### src/rtl/alu_issue_ctrl_if.sv
// rtl/alu_issue_ctrl_if.sv - command and result handshake bundle for alu_issue_ctrl
//
// Ports carried:
//   cmd_valid/cmd_ready   command handshake (producer -> alu_issue_ctrl)
//   cmd_op[3:0]           opcode
//   cmd_a[7:0],cmd_b[7:0] operands
//   res_valid/res_ready   result handshake (alu_issue_ctrl -> consumer)
//   res_data[7:0]         captured ALU result (8'h00 for illegal opcodes)
//   res_op[3:0]           opcode the result belongs to
//   res_illegal           result is for an illegal opcode
// master: the producer/consumer side; slave: alu_issue_ctrl.

interface alu_issue_ctrl_if;
   logic       cmd_valid;
   logic       cmd_ready;
   logic [3:0] cmd_op;
   logic [7:0] cmd_a;
   logic [7:0] cmd_b;
   logic       res_valid;
   logic       res_ready;
   logic [7:0] res_data;
   logic [3:0] res_op;
   logic       res_illegal;

   modport master (
      output cmd_valid, cmd_op, cmd_a, cmd_b, res_ready,
      input  cmd_ready, res_valid, res_data, res_op, res_illegal
   );

   modport slave (
      input  cmd_valid, cmd_op, cmd_a, cmd_b, res_ready,
      output cmd_ready, res_valid, res_data, res_op, res_illegal
   );
endinterface

### src/rtl/alu_issue_ctrl.sv
// rtl/alu_issue_ctrl.sv - command FIFO, ALU operand issue and result capture stage
//
// Ports:
//   clk                 rising-edge clock
//   reset               synchronous, active-low
//   bus (slave)         command and result handshakes, see alu_issue_ctrl_if
//   alu_instruction     opcode driven to the ALU, held between commands
//   alu_inputA/B        operands driven to the ALU, held between commands
//   alu_out             ALU result, sampled ALU_LAT cycles after operands load
//   busy                FSM not idle or FIFO not empty
//   err_count           saturating illegal-opcode count
// Parameters: FIFO_DEPTH (power of two, >= 2), ALU_LAT (>= 1).
// Optional feature: define ALU_ISSUE_ERRCNT_EN to build the illegal-opcode
// counter; otherwise err_count is tied to 8'h00.

module alu_issue_ctrl #(
   parameter int FIFO_DEPTH = 4,
   parameter int ALU_LAT    = 2
) (
   input  logic              clk,
   input  logic              reset,
   alu_issue_ctrl_if.slave   bus,
   output logic [3:0]        alu_instruction,
   output logic [7:0]        alu_inputA,
   output logic [7:0]        alu_inputB,
   input  logic [7:0]        alu_out,
   output logic              busy,
   output logic [7:0]        err_count
);

   localparam int PTR_W = $clog2(FIFO_DEPTH);
   localparam int CNT_W = (ALU_LAT > 1) ? $clog2(ALU_LAT) : 1;
   localparam logic [CNT_W-1:0] LAT_LAST = CNT_W'(ALU_LAT - 1);
   localparam logic [PTR_W:0]   FULL_CNT = (PTR_W + 1)'(FIFO_DEPTH);

   typedef enum logic [1:0] {
      S_IDLE   = 2'd0,
      S_WAIT   = 2'd1,
      S_RESULT = 2'd2
   } state_t;

   state_t state_q, state_d;

   // FIFO entry layout: {op[3:0], a[7:0], b[7:0]}
   logic [19:0]      fifo_mem [FIFO_DEPTH];
   logic [PTR_W-1:0] wr_ptr, rd_ptr;
   logic [PTR_W:0]   count;
   logic             full, empty, push, pop;
   logic [19:0]      head;
   logic [3:0]       head_op;
   logic             head_legal;

   logic [CNT_W-1:0] wait_cnt;
   logic             load_alu, take_illegal, take_result;

   logic [7:0]       res_data_q;
   logic [3:0]       res_op_q;
   logic             res_illegal_q;

   assign full       = (count == FULL_CNT);
   assign empty      = (count == '0);
   // Gated by reset so the producer sees "not ready" for the whole reset window.
   assign bus.cmd_ready = !full && reset;
   assign push       = bus.cmd_valid && bus.cmd_ready;
   assign head       = fifo_mem[rd_ptr];
   assign head_op    = head[19:16];
   assign head_legal = (head_op <= 4'd5);

   // Storage needs no reset: only entries between the pointers are ever read.
   always_ff @(posedge clk) begin
      if (push) begin
         fifo_mem[wr_ptr] <= {bus.cmd_op, bus.cmd_a, bus.cmd_b};
      end
   end

   // count is registered, so a pop cannot raise cmd_ready in its own cycle.
   always_ff @(posedge clk) begin
      if (!reset) begin
         wr_ptr <= '0;
         rd_ptr <= '0;
         count  <= '0;
      end else begin
         if (push) wr_ptr <= wr_ptr + 1'b1;
         if (pop)  rd_ptr <= rd_ptr + 1'b1;
         case ({push, pop})
            2'b10:   count <= count + 1'b1;
            2'b01:   count <= count - 1'b1;
            default: count <= count;
         endcase
      end
   end

   always_ff @(posedge clk) begin
      if (!reset) begin
         state_q <= S_IDLE;
      end else begin
         state_q <= state_d;
      end
   end

   always_comb begin
      state_d      = state_q;
      pop          = 1'b0;
      load_alu     = 1'b0;
      take_illegal = 1'b0;
      take_result  = 1'b0;
      case (state_q)
         S_IDLE: begin
            if (!empty) begin
               pop = 1'b1;
               if (head_legal) begin
                  load_alu = 1'b1;
                  state_d  = S_WAIT;
               end else begin
                  take_illegal = 1'b1;
                  state_d      = S_RESULT;
               end
            end
         end
         S_WAIT: begin
            if (wait_cnt == LAT_LAST) begin
               take_result = 1'b1;
               state_d     = S_RESULT;
            end
         end
         S_RESULT: begin
            if (bus.res_ready) begin
               state_d = S_IDLE;
            end
         end
         default: state_d = S_IDLE;
      endcase
   end

   // ALU operand registers change only on a legal pop, so they stay frozen
   // through WAIT and across illegal commands.
   always_ff @(posedge clk) begin
      if (!reset) begin
         alu_instruction <= 4'h0;
         alu_inputA      <= 8'h00;
         alu_inputB      <= 8'h00;
         wait_cnt        <= '0;
         res_data_q      <= 8'h00;
         res_op_q        <= 4'h0;
         res_illegal_q   <= 1'b0;
      end else begin
         if (load_alu) begin
            alu_instruction <= head_op;
            alu_inputA      <= head[15:8];
            alu_inputB      <= head[7:0];
            wait_cnt        <= '0;
         end else if (state_q == S_WAIT) begin
            wait_cnt <= wait_cnt + 1'b1;
         end
         if (take_illegal) begin
            res_data_q    <= 8'h00;
            res_op_q      <= head_op;
            res_illegal_q <= 1'b1;
         end else if (take_result) begin
            res_data_q    <= alu_out;
            res_op_q      <= alu_instruction;
            res_illegal_q <= 1'b0;
         end
      end
   end

   assign bus.res_valid   = (state_q == S_RESULT);
   assign bus.res_data    = res_data_q;
   assign bus.res_op      = res_op_q;
   assign bus.res_illegal = res_illegal_q;
   assign busy            = (state_q != S_IDLE) || !empty;

`ifdef ALU_ISSUE_ERRCNT_EN
   logic [7:0] err_q;

   always_ff @(posedge clk) begin
      if (!reset) begin
         err_q <= 8'h00;
      end else if (take_illegal && (err_q != 8'hFF)) begin
         err_q <= err_q + 8'd1;
      end
   end

   assign err_count = err_q;
`else
   assign err_count = 8'h00;
`endif

endmodule

### src/flat_wrapper.sv
// flat-port wrapper written by rule: the top's interface ports become plain ports
module alu_issue_ctrl_flat 
#(
   parameter int FIFO_DEPTH = 4,
   parameter int ALU_LAT    = 2
)
  (clk, reset, alu_instruction, alu_inputA, alu_inputB, alu_out, busy, err_count, bus_cmd_valid, bus_cmd_op, bus_cmd_a, bus_cmd_b, bus_res_ready, bus_cmd_ready, bus_res_valid, bus_res_data, bus_res_op, bus_res_illegal);
  alu_issue_ctrl_if bus_i ();
  input  logic clk;
  input  logic reset;
  output logic [3:0] alu_instruction;
  output logic [7:0] alu_inputA;
  output logic [7:0] alu_inputB;
  input  logic [7:0] alu_out;
  output logic busy;
  output logic [7:0] err_count;
  input wire logic [$bits(bus_i.cmd_valid)-1:0] bus_cmd_valid;
  input wire logic [$bits(bus_i.cmd_op)-1:0] bus_cmd_op;
  input wire logic [$bits(bus_i.cmd_a)-1:0] bus_cmd_a;
  input wire logic [$bits(bus_i.cmd_b)-1:0] bus_cmd_b;
  input wire logic [$bits(bus_i.res_ready)-1:0] bus_res_ready;
  output wire logic [$bits(bus_i.cmd_ready)-1:0] bus_cmd_ready;
  output wire logic [$bits(bus_i.res_valid)-1:0] bus_res_valid;
  output wire logic [$bits(bus_i.res_data)-1:0] bus_res_data;
  output wire logic [$bits(bus_i.res_op)-1:0] bus_res_op;
  output wire logic [$bits(bus_i.res_illegal)-1:0] bus_res_illegal;
  assign bus_i.cmd_valid = bus_cmd_valid;
  assign bus_i.cmd_op = bus_cmd_op;
  assign bus_i.cmd_a = bus_cmd_a;
  assign bus_i.cmd_b = bus_cmd_b;
  assign bus_i.res_ready = bus_res_ready;
  assign bus_cmd_ready = bus_i.cmd_ready;
  assign bus_res_valid = bus_i.res_valid;
  assign bus_res_data = bus_i.res_data;
  assign bus_res_op = bus_i.res_op;
  assign bus_res_illegal = bus_i.res_illegal;
  alu_issue_ctrl #(.FIFO_DEPTH(FIFO_DEPTH), .ALU_LAT(ALU_LAT)) u_core (.clk(clk), .reset(reset), .bus(bus_i), .alu_instruction(alu_instruction), .alu_inputA(alu_inputA), .alu_inputB(alu_inputB), .alu_out(alu_out), .busy(busy), .err_count(err_count));
endmodule
### config.mk
export PLATFORM = sky130hd
export DESIGN_NAME = alu_issue_ctrl_flat
export DESIGN_NICKNAME = d
export VERILOG_FILES = /design/src/rtl/alu_issue_ctrl_if.sv /design/src/rtl/alu_issue_ctrl.sv /design/src/flat_wrapper.sv
export SDC_FILE = /design/constraint.sdc
export NUM_CORES = 1
export LEC_CHECK = 0
export CAP_MARGIN = 25
export CORE_MARGIN = 2
export CORE_UTILIZATION = 55
export CTS_BUF_LIST = sky130_fd_sc_hd__clkbuf_8
export DETAILED_ROUTE_END_ITERATION = 10
export PLACE_DENSITY = 0.91
export SLEW_MARGIN = 40
export SYNTH_ARGS = -nofsm -noshare
export SYNTH_HDL_FRONTEND = slang
export SYNTH_SLANG_ARGS = --single-unit
### constraint.sdc
create_clock -name clk -period 3.1 [get_ports clk]
set_clock_uncertainty 0.2 [all_clocks]
set_input_delay 0.62 -clock clk [delete_from_list [all_inputs] [get_ports clk]]
set_output_delay 0.62 -clock clk [all_outputs]
set_load 0.01 [all_outputs]
==> results of run 1 <==
metal layers:
| layer | routed length (µm) | up-vias | global-route usage [%] | part of all wire (%) |
|---|---|---|---|---|
| met1 | 3860 | 1470 | 25.7 | 41 |
| li1 | - | 1399 | - | - |
| met2 | 4820 | 133 | 35.3 | 51 |
| met5 | 0 | - | 0 | 0 |
| met3 | 637 | 10 | 6.37 | 6.8 |
| met4 | 98 | 0 | 8.11 | 1.0 |
per-stage QoR:
stage | power (mW) | util (%) | cells
floorplan | 2.84 | - | 345
global placement | 3.22 | 64.9 | 507
detailed placement | 3.28 | 64.9 | 507
CTS | 4.78 | 69.9 | 539
global route | 4.98 | 69.9 | 539
finish | 4.76 | 69.9 | 539
area by class of cell:
type                            instances  area [µm²]  area share (%)
Tap cell                              108         135            2.23
Clock inverter                         13         173            2.85
Sequential cell                       125        3300            54.4
Multi-Input combinational cell        189        1430            23.5
Inverter                                8        30.0           0.495
Timing Repair Buffer                   77         741            12.2
Clock buffer                           19         262            4.31
sequential cells by signal (all words and copies together) (netlist names), 2 cells and up, named ones only:
| register | cells |
|---|---|
| u_core.alu_instruction | 4 |
| u_core.count | 3 |
| u_core.bus.res_data | 8 |
| u_core.state_q | 2 |
| u_core.fifo_mem | 80 |
| u_core.bus.res_op | 4 |
| u_core.wr_ptr | 2 |
| u_core.alu_inputB | 8 |
| u_core.alu_inputA | 8 |
| u_core.rd_ptr | 2 |
power groups by stage:
stage / sequential [mW] / combinational [mW] / clock (mW)
floorplan: 2.13 / 0.706 / 0
global placement: 2.10 / 1.12 / 0
detailed placement: 2.12 / 1.16 / 0
CTS: 2.09 / 1.17 / 1.53
global route: 2.11 / 1.27 / 1.60
finish: 2.09 / 1.17 / 1.51
cells in the final DEF, fill, tap and decap left out, types with 4 or more instances in the layout:
cell,synthesis,layout
and2_1,10,10
mux4_2,14,14
edfxtp_1,80,80
inv_1,8,10
buf_4,9,10
nand2_1,51,51
nand3_1,39,39
conb_1,1,8
mux4_1,6,6
xnor2_1,5,5
bufinv_16,0,4
clkdlybuf4s50_1,0,66
a21oi_1,9,9
clkbuf_8,0,19
nor2_1,5,5
dfxtp_1,45,45
ha_1,5,5
kinds of logic (layout without fill, tap and decap cells):
| logic type | count (synthesis) | in the layout |
|---|---|---|
| AOI/OAI and AO/OA | 31 | 31 |
| muxes | 21 | 21 |
| xor gates and xnor gates | 6 | 6 |
| other | 1 | 8 |
| adders and majority gates | 6 | 6 |
| buffers and inverters | 31 | 117 |
| DFF | 125 | 125 |
| and+or+nand+nor | 117 | 117 |
worst register-to-register path, stage by stage, from the launching register on:
cell and delay [ps]:
dfxtp_1 400, buf_4 240, mux4_2 650, a2111o_1 730, and3_1 330
worst min-delay path by stage:
stage	start	to	slack, ps	cells past startpoint
final	u_core.alu_inputB[3]$_SDFFE_PN0P_	u_core.alu_inputB[3]$_SDFFE_PN0P_	260	2
after global routing	u_core.alu_inputB[2]$_SDFFE_PN0P_	u_core.alu_inputB[2]$_SDFFE_PN0P_	290	2
after CTS	u_core.alu_inputB[7]$_SDFFE_PN0P_	u_core.alu_inputB[7]$_SDFFE_PN0P_	260	2
after detailed placement	u_core.alu_inputA[2]$_SDFFE_PN0P_	u_core.alu_inputA[2]$_SDFFE_PN0P_	240	2
after global placement	u_core.bus.res_data[1]$_SDFFE_PP0P_	u_core.bus.res_data[1]$_SDFFE_PP0P_	240	2
after floorplan	u_core.state_q[1]$_SDFFE_PN0P_	u_core.state_q[0]$_SDFFE_PN0P_	270	1
cells in the mapped netlist, drive strengths merged:
library cell   n  area, µm²
a21oi          9       45.0
nor2b          1       6.26
inv            8       30.0
o311a          1       10.0
o31ai          1       7.51
nand3         39        195
mux4          20        473
o2111ai        2       17.5
xnor2          5       43.8
buf           17        125
nand3b         1       7.51
nand2b         2       12.5
a21boi         3       22.5
o21a           2       15.0
mux2           1       11.3
dfxtp         45        901
or2            1       6.26
o211ai         2       15.0
xor2           1       8.76
and3           2       12.5
clkbuf         6       22.5
a2111oi        1       27.5
a2111o         1       11.3
or3            2       12.5
a311o          1       10.0
and2          10       62.6
and3b          1       8.76
a21o           1       8.76
fa             1       20.0
nor2           5       18.8
nor3           2       10.0
o31a           1       8.76
edfxtp        80       2400
conb           1       3.75
a31oi          2       12.5
nand2         51        191
o21ai          4       20.0
ha             5       62.6
==> summary.txt, run 1 <==
Run status
  – Status: finished clean

Worst setup path
  – WP depth: 3
  – Critical path data required time: 2280 ps
  – Worst path cell trace: nor3_1, nand2_1, clkdlybuf4s50_1
  – Crit end category: output port
  – Crit. Startpoint: u_core.count[1]$_SDFFE_PN0P_
  – Crit path launch type: flip-flop
  – Crit path buf inv count: 1
  – Critical path fanouts, max: 6
  – Worst R2R Path Depth: 4
  – Critical path's slowest cell: nor3_1
  – Worst path max stage delay: 570 ps
  – Top delay family on crit path: simple AND/OR/NAND/NOR gates
  – Kind of critical path: reg -> out
  – R2R Path End: u_core.alu_instruction[3]$_SDFFE_PN0P_
  – FF-to-FF setup slack: 430 ps
  – Critical Path Sink: busy
  – Worst EP arrival: 2070 ps

Floorplanning
  – Core Box Area: 0.00868 mm²
  – Die X: 98.2 µm
  – Std-Cell Rows: 34
  – Die Height: 98.2 µm
  – Starting density of the core: 56.2%
  – Io pins: 76
  – Die area: 0.00964 mm²

Placed design
  – Routability cong.: 0.766
  – Area after DPL: 0.00563 mm²
  – Pre-CTS setup slack: 266 ps
  – Port Buffers: 67
  – Placed wire-length estimate: 6080 µm

Cells and area
  – Final #Nets: 456
  – Layout cells sized above 1: 13.5%
  – Antenna diode count: 0
  – Area growth syn-to-layout: 24.4%
  – Cell area after layout: 0.00607 mm²
  – Fillers: 556

Clock tree
  – Post-CTS Setup Bufs: 0
  – CTS H-Tree Depth: 4
  – CTS resizes: 0
  – Root cell of the clock tree: clkbuf_8
  – TritonCTS buffer count: 17
  – Clk_lat worst skew: 430 ps
  – CTS tree: built
  – Clock slew seen by the registers of the worst setup and hold paths: 80 ps
  – Clk sinks: 125
  – Maximum clock insertion buffer count: 2
  – Hold Buf Count CTS: 0

Pwr
  – Switching Power: 1.32 mW
  – Power Density: 785 mW/mm²
  – Pleak: 2.15 nW
  – Clock power frac: 31.7%
  – Peak VDD IR: 445 µV
  – Cell Int Power: 3.45 mW
  – Sequential share of power: 43.8%
  – Sw Share: 27.6%
  – Combinational power share: 24.5%

Logic synthesis
  – Post-synthesis simple-gate area fraction: 11.2%
  – Synth Register Bits: 125
  – Post-synthesis cell type count: 43
  – Mux contribution to synthesized area: 9.92%
  – Compound-cell area share of the yosys netlist: 4.74%
  – Synth Cell Area: 0.00488 mm²
  – Post-Synth XOR/XNOR Area: 1.08%
  – Adder-cell area share of the yosys netlist: 1.69%
  – Cell count after synthesis: 338
  – Synthesized area per cell: 14.4 µm²
  – Register area share after synthesis: 67.7%
  – Largest family of logic cells by synthesized area: simple AND/OR/NAND/NOR gates
  – Ys Warns: 0

Detailed routing
  – Vias: 3012
  – DRT Wirelength: 9420 µm
  – Post-DRT Antenna Nets: 0
  – DR WL/cell: 17.5 µm
  – DRT Pass-1 Iters: 4
  – DRT iter0 DRCs: 146
  – DR DRC count: 0
  – Via/cell ratio: 5.59

STA
  – Actual slew at the worst max-slew pin: 764 ps
  – WHS: 256 ps
  – Endpoints failing setup: 0
  – Crit share post-route: 93.3%
  – Max-Slew Margin vs Limit: 49.1%
  – Fin. Hold Viols: 0
  – Slew Viols, Final: 0
  – RSZ-0062 raised after global routing: no
  – Max Clk Rate: 346 MHz
  – Setup WS post-layout: 207 ps
  – Tmin final: 2890 ps
  – Setup TNS: 0 ps

GRT
  – GRT Overall Usage: 21.0%
  – Largest net degree at the start of global routing: 56
  – Antenna violations before repair: 0
  – Number of global-route vias before repair: 2978
  – GRT Residual Overflow: 0
  – First-pass GRT wire length: 15300 µm

Flow run
  – Maximum capacitance violations: 0

Hold path
  – Tightest Hold Check Type: reg -> reg
(Power assumes the default switching activity.)
==> run 2: changes to the inputs <==
--- a/config.mk
+++ b/config.mk
@@ -11,7 +11,6 @@
 export CTS_BUF_LIST = sky130_fd_sc_hd__clkbuf_8
 export DETAILED_ROUTE_END_ITERATION = 10
 export PLACE_DENSITY = 0.91
-export SLEW_MARGIN = 40
 export SYNTH_ARGS = -nofsm -noshare
 export SYNTH_HDL_FRONTEND = slang
 export SYNTH_SLANG_ARGS = --single-unit
==> results of run 2 <==
No change in the layout: final DEF, timing and power equal those of run 1.
==> run 3: changes to the inputs <==
--- a/config.mk
+++ b/config.mk
@@ -7,10 +7,11 @@
 export LEC_CHECK = 0
 export CAP_MARGIN = 25
 export CORE_MARGIN = 2
-export CORE_UTILIZATION = 55
+export CORE_UTILIZATION = 50
 export CTS_BUF_LIST = sky130_fd_sc_hd__clkbuf_8
 export DETAILED_ROUTE_END_ITERATION = 10
-export PLACE_DENSITY = 0.91
+export GPL_TIMING_DRIVEN = 0
+export PLACE_DENSITY = 0.85
 export SYNTH_ARGS = -nofsm -noshare
 export SYNTH_HDL_FRONTEND = slang
 export SYNTH_SLANG_ARGS = --single-unit
==> summary.txt, run 3 (same netlist as run 1, synthesis figures left out) <==
Run status
  – Status: finished clean

Pwr
  – Sequential share of power: 44.2% (+0.4 points)
  – Peak VDD IR: 531 µV (+19%)
  – Pleak: 2.21 nW (+2.6%)
  – Combinational power share: 25.8% (+1.3 points)
  – Switching Power: 1.36 mW (+3.6%)
  – Clock power frac: 30.0% (-1.7 points)
  – Sw Share: 28.9% (+1.3 points)
  – Power Density: 758 mW/mm² (-3.5%)
  – Cell Int Power: 3.35 mW (-2.8%)

Clock tree
  – Post-CTS Setup Bufs: 0 (unchanged)
  – Root cell of the clock tree: clkbuf_8
  – Clk_lat worst skew: 430 ps (about the same)
  – Hold Buf Count CTS: 0 (unchanged)
  – TritonCTS buffer count: 17 (unchanged)
  – CTS tree: built
  – Clk sinks: 125 (unchanged)
  – Clock slew seen by the registers of the worst setup and hold paths: 70 ps (about the same)
  – Maximum clock insertion buffer count: 2 (unchanged)
  – CTS H-Tree Depth: 4 (unchanged)

Detailed routing
  – DRT Wirelength: 9860 µm (+4.6%)
  – Vias: 3025 (+0.43%)
  – DR DRC count: 0 (unchanged)
  – Post-DRT Antenna Nets: 0 (unchanged)
  – DRT Pass-1 Iters: 4 (unchanged)
  – DRT iter0 DRCs: 281 (+92%)
  – Via/cell ratio: 5.22 (-6.5%)
  – DR WL/cell: 17.0 µm (-2.6%)

Cells and area
  – Sequential Area: 0.00330 mm² (unchanged)
  – Area growth syn-to-layout: 27.6%
  – Multi-input logic area: 0.00143 mm² (unchanged)
  – Max reg flops: 80 (unchanged)
  – Largest Register: u_core.fifo_mem
  – Cell area after layout: 0.00623 mm² (+2.6%)
  – Commonest non-fill, non-tap cells in the layout: edfxtp_1, clkdlybuf4s50_1, nand2_1, dfxtp_1, nand3_1
  – Antenna diode count: 0 (unchanged)
  – Final #Nets: 471 (+3.3%)
  – Fillers: 720 (+29%)
  – Layout cells sized above 1: 15.2% (+1.8 points)
  – Commonest non-fill, non-tap cell in the layout: edfxtp_1

STA
  – Slew Viols, Final: 0 (unchanged)
  – Max Clk Rate: 349 MHz (+0.97%)
  – Setup WS post-layout: 234 ps (+27.7 ps)
  – Endpoints failing setup: 0 (unchanged)
  – Crit share post-route: 92.4% (-0.89 points)
  – Actual slew at the worst max-slew pin: 1000 ps (+238 ps)
  – Max-Slew Margin vs Limit: 33.3% (-16 points)
  – Fin. Hold Viols: 0 (unchanged)
  – Tmin final: 2870 ps (-27.7 ps)
  – RSZ-0062 raised after global routing: no

Placed design
  – Area after DPL: 0.00574 mm² (+1.9%)
  – Routability cong.: 0.773 (+0.90%)
  – Placed wire-length estimate: 6550 µm (+7.7%)
  – Pre-CTS setup slack: -171 ps (-437 ps)
  – Port Buffers: 67 (unchanged)

Worst setup path
  – FF-to-FF setup slack: 390 ps (-40 ps)
  – Crit path launch type: primary input
  – Critical path data required time: 2280 ps (about the same)
  – Crit end category: output port
  – Critical path fanouts, max: 12 (+6)
  – Kind of critical path: in -> out
  – Worst EP arrival: 2050 ps (-20 ps)

Floorplanning
  – Die X: 103 µm (+4.7%)
  – Die area: 0.0106 mm² (+9.6%)
  – Core Box Area: 0.00964 mm² (+11%)
  – Die Height: 103 µm (+4.7%)
  – Std-Cell Rows: 36 (+5.9%)
  – Io pins: 76 (unchanged)
  – Starting density of the core: 50.6% (-5.6 points)

GRT
  – Number of global-route vias before repair: 3074 (+3.2%)
  – Antenna violations before repair: 0 (unchanged)
  – First-pass GRT wire length: 15000 µm (-1.9%)
  – GRT Overall Usage: 19.7% (-1.3 points)
  – GRT Residual Overflow: 0 (unchanged)
  – Largest net degree at the start of global routing: 21 (-63%)

Hold path
  – Tightest Hold Check Type: reg -> reg

Flow run
  – Maximum capacitance violations: 0 (unchanged)
-- run 3: changes by cell type in the layout (fill, tap and decap cells not counted) --
cell	before	now
clkinv_2	2	4
bufinv_16	4	3
clkinv_4	1	3
clkbuf_8	19	17
inv_6	0	1
buf_4	10	9
dlygate4sd2_1	0	1
buf_2	1	4
inv_1	10	8
clkbuf_1	0	5
buf_6	0	3
buf_16	0	3
buf_1	0	1
-- run 3: worst paths after layout --
path | startpoint | endpoint | cells past startpoint
worst max-delay path | reset | bus_cmd_ready | 4
worst min-delay path | u_core.bus.res_data[5]$_SDFFE_PP0P_ | u_core.bus.res_data[5]$_SDFFE_PP0P_ | 2
worst max register to register | flip-flop | u_core.alu_inputB[2]$_SDFFE_PN0P_ | 6
worst min register to register | u_core.bus.res_data[5]$_SDFFE_PP0P_ | u_core.bus.res_data[5]$_SDFFE_PP0P_ | 2
-- run 3: timing repair --
action,CTS,global route
resized for setup,1,0
hold endpoints to repair,0,0
setup endpoints to repair,1,0
-- run 3: power groups by stage --
| stage | Sequential (mW) | Clock [mW] | Combinational, mW |
|---|---|---|---|
| after CTS | 2.09 | 1.44 | 1.20 |
| after global routing | 2.11 | 1.52 | 1.32 |
| after detailed placement | 2.12 | 0 | 1.19 |
| after floorplan | 2.13 | 0 | 0.706 |
| final | 2.08 | 1.42 | 1.21 |
| after global placement | 2.11 | 0 | 1.14 |
-- run 3: final cells by class --
class	instances	share of cell area [%]
buffer	22	2.31
clock buffer	17	3.76
clock inverter	15	2.75
inverter	8	0.482
multi-input combinational	189	22.9
sequential	125	53.1
tap	133	2.67
timing repair buffer	70	12.1
-- run 3: layer usage --
| layer | track usage, % | wire length [µm] |
|---|---|---|
| met2 | 34.7 | 5200 |
| met4 | 8.30 | 184 |
| met3 | 6.37 | 586 |
| met5 | 0 | 0 |
| met1 | 22.0 | 3890 |
-- run 3: metrics by stage --
step	util, %	hold slack (ps)	power (mW)	std cells	setup TNS [ps]
after detailed placement	59.6	247	3.31	545	-171
after global placement	59.6	241	3.25	545	-172
final	64.6	258	4.72	579	0
after CTS	63.7	258	4.72	576	0
after global routing	64.6	269	4.94	579	0
after floorplan	-	268	2.84	345	0
-- run 3: critical path: stages --
cell and delay [ps]:
dlygate4sd2_1 480, buf_4 270, o31a_1 150, clkdlybuf4s50_1 530
